### config.mk
export PLATFORM = sky130hd
export DESIGN_NAME = hex_scroll_ctrl
export DESIGN_NICKNAME = d
export VERILOG_FILES = /design/src/rtl/hex_scroll_pkg.sv /design/src/rtl/hex_scroll_ctrl_tick_gen.sv /design/src/rtl/hex_scroll_ctrl.sv
export SDC_FILE = /design/constraint.sdc
export NUM_CORES = 1
export LEC_CHECK = 0
export CAP_MARGIN = 20
export CORE_AREA = 2 2 89 99
export CTS_CLUSTER_DIAMETER = 150
export DETAILED_ROUTE_END_ITERATION = 6
export DIE_AREA = 0 0 91 101
export SETUP_SLACK_MARGIN = 0.15
export SLEW_MARGIN = 10
export SYNTH_ARGS = -nofsm -noshare
export SYNTH_HDL_FRONTEND = slang
export SYNTH_SLANG_ARGS = --single-unit
### constraint.sdc
create_clock -name CLOCK_50 -period 2.3 [get_ports CLOCK_50]
set_clock_uncertainty 0.1 [all_clocks]
set_input_delay 0.46 -clock CLOCK_50 [delete_from_list [all_inputs] [get_ports CLOCK_50]]
set_output_delay 0.46 -clock CLOCK_50 [all_outputs]
set_load 0.01 [all_outputs]
### src/rtl/hex_scroll_pkg.sv
// hex_scroll_pkg: shared states, address windows and glyph constants for the scroll display
package hex_scroll_pkg;
  typedef enum logic [1:0] {S_WAIT, S_FETCH, S_SHIFT} state_t;
  localparam int MODE0_START = 0;
  localparam int MODE0_END   = 5;
  localparam int MODE1_START = 6;
  localparam int MODE1_END   = 10;
  localparam int MODE2_START = 0;
  localparam int MODE2_END   = 10;
  localparam logic [6:0] BLANK = 7'h7F;
  function automatic logic [1:0] decode_mode(input logic [1:0] sw);
    return sw[1] ? 2'd2 : sw[0] ? 2'd1 : 2'd0;
  endfunction
  function automatic int win_start(input logic [1:0] m);
    return m == 2'd1 ? MODE1_START : m == 2'd2 ? MODE2_START : MODE0_START;
  endfunction
  function automatic int win_end(input logic [1:0] m);
    return m == 2'd1 ? MODE1_END : m == 2'd2 ? MODE2_END : MODE0_END;
  endfunction
endpackage

### src/rtl/hex_scroll_ctrl_tick_gen.sv
// tick_gen: step prescaler that freezes while held and restarts on clear
module tick_gen #(
  parameter int CLK_DIV = 25_000_000
) (
  input  logic clk,
  input  logic rst_n,
  input  logic clr,
  input  logic hold,
  output logic tick
);
  localparam int CW = $clog2(CLK_DIV);
  logic [CW-1:0] cnt;
  assign tick = !hold && cnt == CW'(CLK_DIV - 1);
  // count while running, hold value while held, wrap on tick or clear
  always_ff @(posedge clk or negedge rst_n)
    if (!rst_n) cnt <= '0;
    else if (clr || tick) cnt <= '0;
    else if (!hold) cnt <= cnt + 1'b1;
endmodule

### src/rtl/hex_scroll_ctrl.sv
// hex_scroll_ctrl: fetches glyphs from the message ROM and scrolls them across HEX0..HEX3
module hex_scroll_ctrl
  import hex_scroll_pkg::*;
#(
  parameter int CLK_DIV = 25_000_000,
  parameter int ADDR_W  = 4,
  parameter int SEG_W   = 7
) (
  input  logic              CLOCK_50,
  input  logic              RESET_N,
  input  logic [1:0]        SW,
  input  logic              PAUSE,
  output logic [ADDR_W-1:0] ROM_ADDR,
  input  logic [SEG_W-1:0]  ROM_DATA,
  output logic [SEG_W-1:0]  HEX0,
  output logic [SEG_W-1:0]  HEX1,
  output logic [SEG_W-1:0]  HEX2,
  output logic [SEG_W-1:0]  HEX3,
  output logic              WRAP
);
  localparam logic [SEG_W-1:0] BLK = SEG_W'(BLANK);
  logic [1:0] sw_meta, sw_sync, mode, new_mode;
  state_t state;
  logic [ADDR_W-1:0] ptr, w_start, w_end, n_start;
  logic mode_chg, tick, hold, at_end, step_ok;
  assign new_mode = decode_mode(sw_sync);
  assign mode_chg = new_mode != mode;
  assign w_start  = ADDR_W'(win_start(mode));
  assign w_end    = ADDR_W'(win_end(mode));
  assign n_start  = ADDR_W'(win_start(new_mode));
  assign at_end   = ptr == w_end;
  assign step_ok  = ptr >= w_start && ptr < w_end;
  assign hold     = PAUSE || state != S_WAIT;
  tick_gen #(.CLK_DIV(CLK_DIV)) u_tick (
    .clk  (CLOCK_50),
    .rst_n(RESET_N),
    .clr  (mode_chg),
    .hold (hold),
    .tick (tick)
  );
  // two-flop synchronizer for the asynchronous mode switches
  always_ff @(posedge CLOCK_50 or negedge RESET_N)
    if (!RESET_N) {sw_sync, sw_meta} <= '0;
    else {sw_sync, sw_meta} <= {sw_meta, SW};
  // step sequencer: mode change restarts everything, otherwise wait -> fetch -> shift
  always_ff @(posedge CLOCK_50 or negedge RESET_N)
    if (!RESET_N) begin
      state    <= S_WAIT;
      mode     <= 2'd0;
      ptr      <= '0;
      ROM_ADDR <= '0;
      WRAP     <= 1'b0;
      {HEX3, HEX2, HEX1, HEX0} <= {4{BLK}};
    end else if (mode_chg) begin
      state <= S_WAIT;
      mode  <= new_mode;
      ptr   <= n_start;
      WRAP  <= 1'b0;
      {HEX3, HEX2, HEX1, HEX0} <= {4{BLK}};
    end else begin
      WRAP <= 1'b0;
      case (state)
        S_WAIT: if (tick) begin
          state    <= S_FETCH;
          ROM_ADDR <= ptr;
        end
        S_FETCH: state <= S_SHIFT;
        S_SHIFT: begin
          state <= S_WAIT;
          {HEX3, HEX2, HEX1, HEX0} <= {HEX2, HEX1, HEX0, ROM_DATA};
          ptr   <= step_ok ? ptr + 1'b1 : w_start;
          WRAP  <= at_end;
        end
        default: state <= S_WAIT;
      endcase
    end
endmodule

==> qor.csv <==
metric,value,unit
root buffer cell,clkbuf_8,
placed insts,436,
Worst Max-Slew Pin Slew,0.485,ns
First DRT Iteration DRCs,124,
largest net degree at the start of global routing,71,
clock power share,46.5,%
worst rel slew slack,67.7,%
max-slew violation count,0,
Post-synth ARST share,100,%
cts hold-fix bufs,0,
later-pin clock latency in the skew report,0.35,ns
Leak,1.63,nW
aggregate global-route resource usage,16.1,%
Syn Area/Cell,11.5,sq um
DIE WIDTH,91,um
CORE AREA,0.00823,sq mm
Worst path max stage delay,0.47,ns
Hold Fails Final Rpt,0,
CTS H-tree lvls,3,
"CTS clk-pin slew, worst paths",0.08,ns
Switching Share,21.9,%
first-pass GRT wire length,11.7,mm
Post-Syn Instances,278,
initial antenna violation count,0,
DRC Markers,0,
most frequent cell after synthesis,dfrtp_1,
RSZ-0062 raised after global routing,true,
PD cells,636,mW/mm^2
CP max stage cell,or3_2,
via/cell ratio,5.17,
"flops & latches, synth",70,
most used flip-flop cell after synthesis,dfrtp_1,
gr ovfl total,0,
Pint,2.06,mW
overall power,2.64,mW
Reg power frac,47.8,%
Worst setup EP type,flop,
Reg-to-Reg Start,mode[0]$_DFFE_PN0P_,
Routed wire per std cell,15.0,um
Initial Util,38.8,%
cell taking the most area after synthesis,dfrtp_1,
DP HPWL,4.54,mm
# setup viols final,0,
Ys Warns,0,
Layout Utilization,50.3,%
Pre-Repair DR Iteration Count,4,
Total Nets Final,354,
standard-cell row count,35,
P&R area growth vs syn,29.7,%
Num CTS Buffers,9,
critical path startpoint category,flop,
die footprint,0.00919,sq mm
crit path cell chain,xnor2_2 -> a2bb2oi_1 -> or3_2 -> nor3_4 -> mux2_2,
combinational share of power,5.8,%
Chip Height,101,um
number of global-route vias before repair,2332,
Antenna Cells,0,
Max Clk Rate,485,MHz
Ports,45,
Fillers,772,
Final Wtd Congestion,0.805,
CTS tree,built,
antenna-violating nets left,0,
port buffer count,44,
CP startpoint,mode[0]$_DFFE_PN0P_,
max-cap violations,0,
Synth top cells by count,"42 x dfrtp_1, 31 x nor2_1, 28 x dfstp_2, 28 x o22a_1, 20 x nand2_1",
Area contributors post-synth,"dfrtp_1 33%, dfstp_2 23%, o22a_1 7.7%",
"Cell Area, Synth",0.00320,sq mm
status,"finished, final reports clean",
Netlist cell types,53,
Clock Tree Buf Depth,2,
final wirelength,6.78,mm
layout cells sized above 1,23.4,%
final non-filler cell total,453,
number of synthesized flops with an enable pin,0,
CTS sink cnt,70,
syn_nets,295,
Worst EP required,2.43,ns
period utilization,89.7,%
Worst EP arrival,2.20,ns
WS Path Type,flop to flop,
P_sw,576,uW
Hold Crit Class,input pin to async pin,
Synth top area share,32.9,%
CP max FO,4,
Post-Route Setup TNS,0,ns
Worst VDD drop,0.000282,V
post-synthesis sequential area ratio,55.9,%
Tmin final,2.06,ns
via count,2340,
## critical path: cells and delay by family, from the launching register on
family | cells | cell delay (ns)
simple gates | 2 | 0.75
xor+xnor | 1 | 0.16
flops | 1 | 0.46
compound gates | 1 | 0.11
mux | 1 | 0.37
## power by group through the flow
stage | combinational (mW) | clock, mW | sequential, mW
global route | 0.171 | 1.31 | 1.26
finish | 0.152 | 1.23 | 1.26
CTS | 0.145 | 1.25 | 1.26
global placement | 0.142 | 0 | 1.28
floorplan | 0.0685 | 0 | 1.27
detailed placement | 0.145 | 0 | 1.28
## worst paths after layout
path	to	slack [ns]	depth (start not counted)
max	ROM_ADDR[1]$_DFFE_PN0P_	0.24	5
max reg2reg	ROM_ADDR[1]$_DFFE_PN0P_	0.24	5
min reg2reg	sw_sync[1]$_DFF_PN0_	0.25	0
min in group CLOCK_50	sw_sync[1]$_DFF_PN0_	0.25	0
max in group asynchronous	HEX1[3]$_DFFE_PN1P_	1.74	2
min	WRAP$_DFF_PN0_	0.03	2
## metal layers
| metal | GRT usage, % | wire length [um] |
|---|---|---|
| met1 | 22.1 | 3220 |
| met3 | 2.92 | 194 |
| met4 | 8.51 | 160 |
| met5 | 0 | 0 |
| met2 | 24.3 | 3210 |
## cell families (layout without fill, tap and decap cells)
family	count (synthesis)	in the layout	synth area share (%)
fa+ha+maj	5	5	1.96
flops	70	70	55.9
xor+xnor	20	20	5.48
mux	5	5	1.76
compound gates	56	56	14.1
buf+inv	17	81	2.35
simple gates	105	105	18.5
## flip-flops by register name, indices dropped and copies added, names as in the netlist
register,count
HEX3,7
HEX1,7
ptr,4
WRAP,1
state,2
HEX2,7
u_tick.cnt,25
mode,2
HEX0,7
ROM_ADDR,4
sw_meta,2
sw_sync,2
## cell usage in the layout, fill, tap and decap left out, types with 2 or more instances in the layout
master           instances
clkdlybuf4s50_1         43
bufinv_16                3
ha_1                     4
nand4_1                  5
xor2_1                  15
o22a_1                  28
nor3b_1                  2
dfrtp_1                 41
nor2_1                  31
and3_1                   3
xnor2_1                  4
nand3_1                 13
clkbuf_8                10
nor4_1                   2
inv_1                    7
o21a_1                   2
nand2b_1                 2
nor2b_1                  3
nand2_1                 19
a21oi_1                  7
or4_1                    2
dfstp_2                 28
buf_12                   2
nor3_1                   7
buf_4                   12
mux2_2                   5
o211ai_1                 3
o21ai_0                  2
## area by class of cell
type / instances / area (sq um) / share of cell area [%]
Inverter: 7 / 26.3 / 0.634
Multi-Input combinational cell: 191 / 1380 / 33.3
Tap cell: 111 / 139 / 3.35
Timing Repair Buffer: 58 / 566 / 13.6
Clock buffer: 11 / 141 / 3.41
Sequential cell: 70 / 1790 / 43.1
Clock inverter: 5 / 106 / 2.57
## what timing repair did
| item | CTS | global route |
|---|---|---|
| gates resized for setup | 0 | 10 |
| setup buffers | 0 | 1 |
| setup endpoints to repair | 0 | 9 |
## stage by stage
step	worst slack (ns)	instance area, sq um	hold slack (ns)
6_report	0.238	4150	0.0345
5_1_grt	0.134	4150	0.0661
4_1_cts	0.170	4090	0.0336
3_5_place_dp	-0.0736	3840	0.237
3_3_place_gp	-0.0673	3840	0.238
2_1_floorplan	0.289	3200	0.0644
(Power assumes the default switching activity.)
